**src/rtl/vga_scanout.sv**
```systemverilog
// vga_scanout: 640x480@60 VGA raster generator and frame-buffer reader.
// It produces the pixel clock enable, the h/v counters and the VRAM port B address.
// It drives registered RGB444 and sync outputs, one pixel period behind the counters.
// It also produces a one-clock frame tick at the start of vertical blank.
module vga_scanout #(
    parameter int CLK_DIV = 4,
    parameter int H_VIS   = 640,
    parameter int H_FP    = 16,
    parameter int H_SYNC  = 96,
    parameter int H_BP    = 48,
    parameter int V_VIS   = 480,
    parameter int V_FP    = 10,
    parameter int V_SYNC  = 2,
    parameter int V_BP    = 33
) (
    input  logic        clk,
    input  logic        rst,
    output logic [18:0] vram_addr,
    input  logic [11:0] vram_data,
    output logic [3:0]  vga_r,
    output logic [3:0]  vga_g,
    output logic [3:0]  vga_b,
    output logic        vga_hs,
    output logic        vga_vs,
    output logic        vblank,
    output logic        frame_tick
);

    localparam int H_TOT = H_VIS + H_FP + H_SYNC + H_BP;
    localparam int V_TOT = V_VIS + V_FP + V_SYNC + V_BP;

    localparam logic [3:0] DIV_LAST     = 4'(CLK_DIV - 1);
    localparam logic [9:0] H_LAST       = 10'(H_TOT - 1);
    localparam logic [9:0] V_LAST       = 10'(V_TOT - 1);
    localparam logic [9:0] H_VIS_END    = 10'(H_VIS);
    localparam logic [9:0] V_VIS_END    = 10'(V_VIS);
    localparam logic [9:0] V_VIS_LAST   = 10'(V_VIS - 1);
    localparam logic [9:0] H_SYNC_BEG   = 10'(H_VIS + H_FP);
    localparam logic [9:0] H_SYNC_END   = 10'(H_VIS + H_FP + H_SYNC);
    localparam logic [9:0] V_SYNC_BEG   = 10'(V_VIS + V_FP);
    localparam logic [9:0] V_SYNC_END   = 10'(V_VIS + V_FP + V_SYNC);

    logic [3:0]  div_r;
    logic [9:0]  h_r;
    logic [9:0]  v_r;
    logic [18:0] addr_r;
    logic [11:0] rgb_r;
    logic        hs_r;
    logic        vs_r;
    logic        tick_r;

    logic        pix_ce_s;
    logic [9:0]  h_next_s;
    logic [9:0]  v_next_s;
    logic        vis_cur_s;
    logic        vis_next_s;
    logic        next_origin_s;
    logic        hs_act_s;
    logic        vs_act_s;
    logic        tick_set_s;

    // Next raster position, visibility of current/next pixel and sync windows.
    always_comb begin
        pix_ce_s = (div_r == DIV_LAST);
        h_next_s = h_r;
        v_next_s = v_r;
        if (h_r == H_LAST) begin
            h_next_s = 10'd0;
            if (v_r == V_LAST) begin
                v_next_s = 10'd0;
            end else begin
                v_next_s = v_r + 10'd1;
            end
        end else begin
            h_next_s = h_r + 10'd1;
            v_next_s = v_r;
        end
        vis_cur_s     = (h_r < H_VIS_END) && (v_r < V_VIS_END);
        vis_next_s    = (h_next_s < H_VIS_END) && (v_next_s < V_VIS_END);
        next_origin_s = (h_next_s == 10'd0) && (v_next_s == 10'd0);
        hs_act_s      = (h_r >= H_SYNC_BEG) && (h_r < H_SYNC_END);
        vs_act_s      = (v_r >= V_SYNC_BEG) && (v_r < V_SYNC_END);
        // Last pixel of the last visible line is ending: next pixel opens vblank.
        tick_set_s    = pix_ce_s && (h_r == H_LAST) && (v_r == V_VIS_LAST);
    end

    // Pixel-rate divider: wraps at CLK_DIV-1, which is also the pixel enable.
    always_ff @(posedge clk) begin
        if (rst) begin
            div_r <= 4'd0;
        end else if (pix_ce_s) begin
            div_r <= 4'd0;
        end else begin
            div_r <= div_r + 4'd1;
        end
    end

    // Horizontal and vertical counters; both wraps can occur on one enable.
    always_ff @(posedge clk) begin
        if (rst) begin
            h_r <= 10'd0;
            v_r <= 10'd0;
        end else if (pix_ce_s) begin
            h_r <= h_next_s;
            v_r <= v_next_s;
        end else begin
            h_r <= h_r;
            v_r <= v_r;
        end
    end

    // Incrementing VRAM address: restarts at the origin, holds through blanking.
    always_ff @(posedge clk) begin
        if (rst) begin
            addr_r <= 19'd0;
        end else if (pix_ce_s) begin
            if (next_origin_s) begin
                addr_r <= 19'd0;
            end else if (vis_next_s) begin
                addr_r <= addr_r + 19'd1;
            end else begin
                addr_r <= addr_r;
            end
        end else begin
            addr_r <= addr_r;
        end
    end

    // Output stage: capture colour and sync of the pixel period that is ending.
    always_ff @(posedge clk) begin
        if (rst) begin
            rgb_r <= 12'd0;
            hs_r  <= 1'b1;
            vs_r  <= 1'b1;
        end else if (pix_ce_s) begin
            rgb_r <= vis_cur_s ? vram_data : 12'd0;
            hs_r  <= ~hs_act_s;
            vs_r  <= ~vs_act_s;
        end else begin
            rgb_r <= rgb_r;
            hs_r  <= hs_r;
            vs_r  <= vs_r;
        end
    end

    // One-clock frame tick, coincident with the first clock of vblank.
    always_ff @(posedge clk) begin
        if (rst) begin
            tick_r <= 1'b0;
        end else begin
            tick_r <= tick_set_s;
        end
    end

    assign vram_addr  = addr_r;
    assign vga_r      = rgb_r[11:8];
    assign vga_g      = rgb_r[7:4];
    assign vga_b      = rgb_r[3:0];
    assign vga_hs     = hs_r;
    assign vga_vs     = vs_r;
    assign vblank     = (v_r >= V_VIS_END);
    assign frame_tick = tick_r;

endmodule

```
**config.mk**
```make
export PLATFORM = sky130hd
export DESIGN_NAME = vga_scanout
export DESIGN_NICKNAME = d
export VERILOG_FILES = /design/src/rtl/vga_scanout.sv
export SDC_FILE = /design/constraint.sdc
export NUM_CORES = 1
export LEC_CHECK = 0
export ABC_CLOCK_PERIOD_IN_PS = 3570
export CELL_PAD_IN_SITES_DETAIL_PLACEMENT = 2
export CELL_PAD_IN_SITES_GLOBAL_PLACEMENT = 2
export CORE_MARGIN = 2
export CORE_UTILIZATION = 32
export CTS_CLUSTER_DIAMETER = 200
export CTS_CLUSTER_SIZE = 24
export DETAILED_ROUTE_END_ITERATION = 7
export HOLD_SLACK_MARGIN = 0.15
export PLACE_DENSITY_LB_ADDON = 0.1
export SYNTH_ARGS = -nofsm -noshare
export SYNTH_HDL_FRONTEND = slang
export SYNTH_SLANG_ARGS = --single-unit
```
**constraint.sdc**
```tcl
create_clock -name clk -period 3.57 [get_ports clk]
set_input_delay 1.071 -clock clk [delete_from_list [all_inputs] [get_ports clk]]
set_output_delay 1.071 -clock clk [all_outputs]
set_load 0.02 [all_outputs]
```
# ---- After elaboration in Yosys (flattened, before gate mapping)
# Index checks and enable logic that the tools add are counted.
# W data, S select, Z words.
dict set report totals {
  inputBits 14
  output_inout_bits 35
  word_cells 45
  ff_bits 58
}
dict set report classes {
  n_eq_ne 4
  add_sub_neg 4
  n_reduce_logical 12
  magnitude_cmp 9
  bitwise_logic 2
  mux 6
}
# operator n
set ops {}
lappend ops {{$mux W19} 2}
lappend ops {{$lt A10 B10 Y1 const B} 3}
lappend ops {{$lt A10 B9 Y1 const B} 3}
lappend ops {{$mux W10} 3}
lappend ops {{$add A10 B1 Y10 const B} 2}
lappend ops {{$eq A10 B10 Y1 const B} 2}
lappend ops {{$ge A10 B9 Y1 const B} 2}
lappend ops {{$logic_not A10 Y1} 2}
lappend ops {{$add A19 B1 Y19 const B} 1}
lappend ops {{$mux W12} 1}
lappend ops {{$eq A10 B9 Y1 const B} 1}
lappend ops {{$ge A10 B10 Y1 const B} 1}
lappend ops {{$logic_and A1 B1 Y1} 7}
lappend ops {{$add A4 B1 Y4 const B} 1}
lappend ops {{$eq A4 B2 Y1 const B} 1}
lappend ops {{$not A1 Y1} 2}
lappend ops {{$reduce_and A2 Y1} 1}
lappend ops {{$reduce_bool A2 Y1} 1}
lappend ops {{$reduce_or A2 Y1} 1}

# ---- Depth between registers and ports, before layout
# Gate-level depths: netlist (run 1).
dict set report depth {
  ltp_word 7
  ltp_mapped 12
  mapped_depth_nobuf 9
}

# ---- Least setup slack after synthesis (run 1)
# Ideal clock, no wire load.
dict set report synth_path {
  path_type {reg-to-reg}
  start {register h_r[5]}
  end {register addr_r[16], in the netlist vram_addr[16]}
  stages_incl_launch_ff 13
  setup_slack_ns 0.554
  synth_period_minus_slack_ns 3.016
  setup_time_ns 0.122
  required_time_ns 3.448
  arrival_time_ns 2.894
  n_path_buf 5
  cell_sequence {dfxtp_1 buf_6 or4b_1 buf_2 or3_1 buf_6 a311oi_2 o211ai_1 nand4bb_4 and3_4 buf_6 buf_6 a311o_1}
}
dict set report synth_via {
  elab_chain_cells 6
  word_cells_on_any_way 13
  cone_classes {1 x add/sub; 2 x order compare; 1 x eq/ne; 3 x mux; 6 x reduce/logical}
}
# item line
set synth_rtl {}
lappend synth_rtl {{start: declaration} 44} ;# logic [9:0] h_r;
lappend synth_rtl {{start signal: assignment} 104} ;# h_r <= h_next_s;
lappend synth_rtl {{start signal: assignment} 107} ;# h_r <= h_r;
lappend synth_rtl {{$add A10 B1 Y10 / $eq A10 B10 Y1 (equally long branches)} {75, 67}}
lappend synth_rtl {{$mux W10} 67} ;# if (h_r == H_LAST) begin
lappend synth_rtl {{$lt A10 B10 Y1 (tied with other cells)} 79} ;# vis_next_s = (h_next_s < H_VIS_END) && (v_next_s < V_VIS_END);
lappend synth_rtl {{$logic_and A1 B1 Y1 (on tied branches)} {79, 80}}
lappend synth_rtl {{$reduce_bool A2 Y1 (no line)} -}
lappend synth_rtl {{$reduce_and A2 Y1 (no line)} -}
lappend synth_rtl {{end signal: assignment} 120} ;# addr_r <= addr_r + 19'd1;
lappend synth_rtl {{end signal: assignment} 122} ;# addr_r <= addr_r;
lappend synth_rtl {{end signal: assignment} 125} ;# addr_r <= addr_r;
lappend synth_rtl {{end: declaration} 46} ;# logic [18:0] addr_r;
# Parallel ways exist; a longest one is shown, timed or not.
# A chain may end at the register's enable or synchronous reset.

# ---- Worst setup path after layout (run 1)
# Ends and elaborated chain as after synthesis.

==> out/metrics.cfg, run 1 <==
[power]
p_int_w=0.00108
power.switching_w=0.000408
power_frac_clock=0.403
peakVddDrop_v=0.000142
p_per_area_nw_per_um2=370
pwr-share-comb=0.127
swShare=0.275
p_leak_nw=1.40
seqPwrFrac=0.469

[detailed_routing]
drt_iter0_markers=111
final_antenna_net_count=0
viasPerCell=5.53
drc=0
post_drt_wl_per_cell_um=17.6
via_count=3179
totalWireLength_mm=10.1
dr.pass1.iters=4

[clock_tree]
cts_buffers=9
cts_num_sinks=58
postCtsSetupBuffers=0
clock_path_buffers=2
cts_resized=0
cts_tree=yes
ctsHoldBuffers=0
clockRootBuffer=clkbuf_8
clk_latency_ps=350
path_clk_slew_ps=70
htreeDepth=3

[die]
die_x_um=104
die_area_um2=10900
start_util=0.329
die_h_um=104
rows=36
io_pins=49
fp.coreArea_um2=9770

[timing]
fmax_mhz=313
hold_ws_ps=480
worstMarginPinSlew_ps=803
period_share=0.894
rsz0062_at_grt=no
finalMaxSlewViolations=0
slew_headroom=0.463
setup_viol=0
skew_ps=8.26
min_period_ps=3190
hold_viol=0
tns_ps=0

[yosys]
syn_avg_cell_area_um2=8.15
yosys_warnings=0
syn_nets=417
async_flop_share=0
syn-instance-count=395
synthFlopType=dfxtp_1
yosys.cell_types.count=59
ys_seq_area_frac=0.361
synth_enable_flop_cells=0
netlist_area_um2=3220
ys_ff_latch=58

[critical_path]
crit_path_start_kind=register
crit_path_end_kind=register
crit_type=register to register
critical_path_arrival_ps=3420
required_ps=3800
crit_path_max_fanout=10

[global_routing]
gr-usage-all-layers=0.196
overflow=0
grt_pass1_wl_mm=17.3
antenna_found_initial=0
grt_max_degree=15
grt_pass1_vias=3323

[layout]
finish.utilization=0.411
fillCellCount=1127
layout-drive-gt1-share=0.0905
n_antenna_cell=0
final_nets=459
area_delta_synth_final_pct=24.6

[placement]
dp_hpwl_mm=7.11
port_buffers=48
routabilityCongestion=0.804

[run]
drv_cap=0

[outcome]
outcome=finished, final reports clean

[worst_hold_path]
hold_path_class=register to register

-- power groups by stage --
stage	clock (W)	sequential [W]	combinational, W
after global routing	0.000655	0.000701	0.000208
after floorplan	0	0.000726	0.0000914
after CTS	0.000624	0.000697	0.000192
after detailed placement	0	0.000712	0.000191
after global placement	0	0.000711	0.000185
final	0.000599	0.000697	0.000189
-- metrics by stage --
stage / instances / area [um2] / power, W / worst slack [ps]
after floorplan: 395 / 3220 / 0.000817 / 554
after global placement: 559 / 3820 / 0.000897 / 458
after detailed placement: 559 / 3820 / 0.000903 / 293
after CTS: 575 / 4010 / 0.00151 / 249
after global routing: 575 / 4010 / 0.00156 / 52.5
final: 575 / 4010 / 0.00148 / 380
-- critical path, stage by stage, from the launching register on --
cell and delay (ps):
dfxtp_1 420, or4b_1 690, nor3_1 280, buf_4 230, o211ai_1 120, nor4b_2 430
nor4bb_1 260, buf_4 210, nor4_1 70, a311o_1 350
-- path summary, 6_finish.rpt --
check / cells past startpoint / startpoint / slack (ps) / endpoint
setup / recovery: 9 / h_r[5]$_SDFFE_PP0P_ / 380 / vram_addr[16]$_SDFFE_PP0P_
hold / removal: 1 / rgb_r[5]$_SDFFE_PP0P_ / 480 / rgb_r[5]$_SDFFE_PP0P_
setup reg to reg: 9 / h_r[5]$_SDFFE_PP0P_ / 380 / vram_addr[16]$_SDFFE_PP0P_
hold reg to reg: 1 / rgb_r[5]$_SDFFE_PP0P_ / 480 / rgb_r[5]$_SDFFE_PP0P_
-- sequential cells by signal, summed over array words and instances, names as in the netlist --
| register | cells |
|---|---|
| vga_hs | 1 |
| vga_vs | 1 |
| rgb_r | 12 |
| vram_addr | 19 |
| frame_tick | 1 |
| div_r | 4 |
| v_r | 10 |
| h_r | 10 |
-- cell families after synthesis --
group / count (synthesis) / synth area share
mux: 1 / 0.00311
xor+xnor: 10 / 0.0272
flops: 58 / 0.361
fa+ha+maj: 8 / 0.0311
simple gates: 174 / 0.294
buf+inv: 53 / 0.0723
compound gates: 91 / 0.212
-- synthesized netlist by cell type (4+ instances only) --
cell type  count  share of area
inv_1         23          0.027
nand2_1       27          0.031
nand4_1       11          0.021
ha_1           8          0.031
o21ai_0        9          0.014
nand3_1       19          0.030
nor3_1        19          0.030
a31oi_1       12          0.023
clkbuf_1      21          0.024
buf_6          4          0.014
and3_1        10          0.019
a22o_1        12          0.033
a211o_1        4          0.011
xor2_1         7          0.019
dfxtp_1       58           0.36
a311o_1        5          0.016
o2bb2ai_1      9          0.024
a21oi_1       15          0.023
nand2b_1       6          0.012
or3_1          5         0.0097
nor2_1        39          0.045
or2_2          4         0.0078
nor4_1        12          0.023
-- layer usage --
metal / track usage / wire length, um
met4: 0.0579 / 121
met5: 0 / 0
met1: 0.254 / 4820
met2: 0.322 / 4810
met3: 0.0495 / 353
-- cell usage in the layout, fill, tap and decap left out, types with 5 or more instances in the layout --
master,netlist,final
a21oi_1,15,15
a22o_1,12,12
a311o_1,5,5
a31oi_1,12,12
and3_1,10,10
buf_4,0,13
clkbuf_8,0,9
clkdlybuf4s50_1,0,48
dfxtp_1,58,58
ha_1,8,8
inv_1,23,23
nand2_1,27,27
nand2b_1,6,6
nand3_1,19,19
nand4_1,11,11
nor2_1,39,39
nor3_1,19,19
nor4_1,12,12
o21ai_0,9,9
o2bb2ai_1,9,9
xor2_1,7,7
-- layout make-up --
| type | instances | area [um2] | area share |
|---|---|---|---|
| multi-input cells | 284 | 1840 | 0.458 |
| flip-flops and latches | 58 | 1160 | 0.289 |
| repair buffers | 61 | 578 | 0.144 |
| well taps | 133 | 166 | 0.0415 |
| clock buffers | 10 | 128 | 0.0318 |
| inverters | 23 | 86.3 | 0.0215 |
| clock inverters | 6 | 57.6 | 0.0143 |
Note: power is estimated with default switching activity, not from simulation.
==> run 2, diff against run 1 <==
- CORE_UTILIZATION: 32 -> 37
- CTS_CLUSTER_SIZE: 24 -> 8
- DONT_BUFFER_PORTS: default -> 1
- GPL_TIMING_DRIVEN: default -> 0
==> out/metrics.cfg, run 2 (same netlist as run 1, synthesis figures left out) <==
[layout]
fillCellCount=966  ; was 1127
largest_reg_flops=19  ; unchanged
layout_commonest_cell=dfxtp_1  ; unchanged
stdcell_area_um2=3600  ; was 4010 um2
n_antenna_cell=0  ; unchanged
final_cell_mix=dfxtp_1, nor2_1, nand2_1  ; was dfxtp_1, clkdlybuf4s50_1, nor2_1
layout-drive-gt1-share=0.0925  ; was 0.0905
area_delta_synth_final_pct=11.9  ; was 24.6%
final_nets=428  ; was 459

[timing]
worstMarginPinSlew_ps=842  ; was 803 ps
min_period_ps=3350  ; was 3190 ps
skew_ps=7.58  ; was 8.26 ps
finalMaxSlewViolations=0  ; unchanged
period_share=0.939  ; was 0.894
slew_headroom=0.432  ; was 0.463
fmax_mhz=298  ; was 313 MHz
tns_ps=0  ; unchanged
rsz0062_at_grt=no  ; unchanged
setup_viol=0  ; unchanged
hold_viol=0  ; unchanged

[clock_tree]
ctsHoldBuffers=0  ; unchanged
cts_buffers=9  ; unchanged
cts_tree=yes  ; unchanged
cts_num_sinks=58  ; unchanged
clock_path_buffers=2  ; unchanged
clockRootBuffer=clkbuf_8  ; unchanged
cts_resized=0  ; unchanged
path_clk_slew_ps=80  ; was 70 ps
htreeDepth=3  ; unchanged
clk_latency_ps=350  ; about the same
postCtsSetupBuffers=0  ; unchanged

[placement]
port_buffers=0  ; was 48
dp_hpwl_mm=7.07  ; was 7.11 mm
routabilityCongestion=0.818  ; was 0.804
placed_area_um2=3360  ; was 3820 um2

[global_routing]
antenna_found_initial=0  ; unchanged
grt_pass1_wl_mm=17.1  ; was 17.3 mm
grt_max_degree=13  ; was 15
gr-usage-all-layers=0.225  ; was 0.196
grt_pass1_vias=3281  ; was 3323
overflow=0  ; unchanged

[critical_path]
r2r_start=h_r[6]$_SDFFE_PP0P_  ; was h_r[5]$_SDFFE_PP0P_
crit_path_start_kind=register  ; unchanged
reg2regPathDepth=12  ; was 9
crit_path_max_fanout=10  ; unchanged
crit_path_end_kind=register  ; unchanged
r2r_slack_ps=220  ; was 380 ps
crit_type=register to register  ; unchanged
rr_endpoint=vram_addr[16]$_SDFFE_PP0P_  ; unchanged
critical_path.endpoint=vram_addr[16]$_SDFFE_PP0P_  ; unchanged
critical_path_arrival_ps=3590  ; was 3420 ps
required_ps=3810  ; was 3800 ps
startpoint=h_r[6]$_SDFFE_PP0P_  ; was h_r[5]$_SDFFE_PP0P_

[detailed_routing]
drc=0  ; unchanged
drt_iter0_markers=90  ; was 111
totalWireLength_mm=10.5  ; was 10.1 mm
dr.pass1.iters=4  ; unchanged
post_drt_wl_per_cell_um=20.2  ; was 17.6 um
final_antenna_net_count=0  ; unchanged
via_count=3097  ; was 3179
viasPerCell=5.97  ; was 5.53

[outcome]
outcome=finished, final reports clean  ; unchanged

[die]
io_pins=49  ; unchanged
die_area_um2=9470  ; was 10900 um2
rows=34  ; was 36
start_util=0.375  ; was 0.329
die_x_um=97.3  ; was 104 um
die_h_um=97.3  ; was 104 um
fp.coreArea_um2=8590  ; was 9770 um2

[power]
p_per_area_nw_per_um2=433  ; was 370 nW/um2
p_leak_nw=1.26  ; was 1.40 nW
peakVddDrop_v=0.000149  ; was 0.000142 V

[worst_hold_path]
whs_path_depth=1  ; unchanged
hold_path_class=register to register  ; unchanged

[run]
drv_cap=0  ; unchanged

## run 2: cell count changes in the layout (fill, tap and decap cells not counted), sizes merged
cell / previous run / this run
clkinvlp: 1 / 2
clkbuf: 10 / 30
bufinv: 1 / 2
inv: 23 / 25
buf: 13 / 9
clkdlybuf4s50: 48 / 0
clkinv: 4 / 1
## run 2: critical path, cell delays in order, from the launching register on
cell,delay [ps]
dfxtp_1,300
buf_2,160
or4b_1,510
buf_2,190
nor3_1,200
buf_2,290
o211ai_1,180
nor4b_4,400
nand4bb_4,200
and3_4,250
buf_6,120
buf_6,140
a311o_1,300
## run 2: final cells by class
class,count,area [um2],share of cell area
Tap cell,108,135,0.0375
Multi-Input combinational cell,284,1850,0.512
Buffer,30,149,0.0413
Sequential cell,58,1160,0.322
Clock buffer,9,124,0.0344
Inverter,23,86.3,0.0239
Clock inverter,7,101,0.0281
## run 2: through the flow
step                setup slack, ps   util  power, W  cells  hold slack [ps]
floorplan                       554      -  0.000817    395              432
global placement                215  0.391  0.000851    503              458
detailed placement              164  0.391  0.000857    503              455
CTS                            37.8  0.417   0.00158    519              483
global route                   60.5  0.419   0.00162    519              527
finish                          217  0.419   0.00156    519              475
## run 2: worst min path at each step
stage	from	end
floorplan	div_r[0]$_SDFF_PP0_	div_r[0]$_SDFF_PP0_
detailed placement	div_r[0]$_SDFF_PP0_	div_r[0]$_SDFF_PP0_
finish	div_r[0]$_SDFF_PP0_	div_r[0]$_SDFF_PP0_
global placement	div_r[0]$_SDFF_PP0_	div_r[0]$_SDFF_PP0_
global route	div_r[0]$_SDFF_PP0_	div_r[0]$_SDFF_PP0_
CTS	div_r[0]$_SDFF_PP0_	div_r[0]$_SDFF_PP0_
## run 2: metal layers
layer	GRT usage	vias to the layer above	wire, um
li1	-	1476	-
met1	0.302	1560	5080
met2	0.369	48	4930
met3	0.0374	13	340
met4	0.0748	0	153
met5	0	-	0
## run 2: power by group
group          internal (W)  switching (W)  total (W)
combinational     0.0000470      0.0000796   0.000127
sequential         0.000671      0.0000478   0.000719
clock              0.000399       0.000315   0.000714
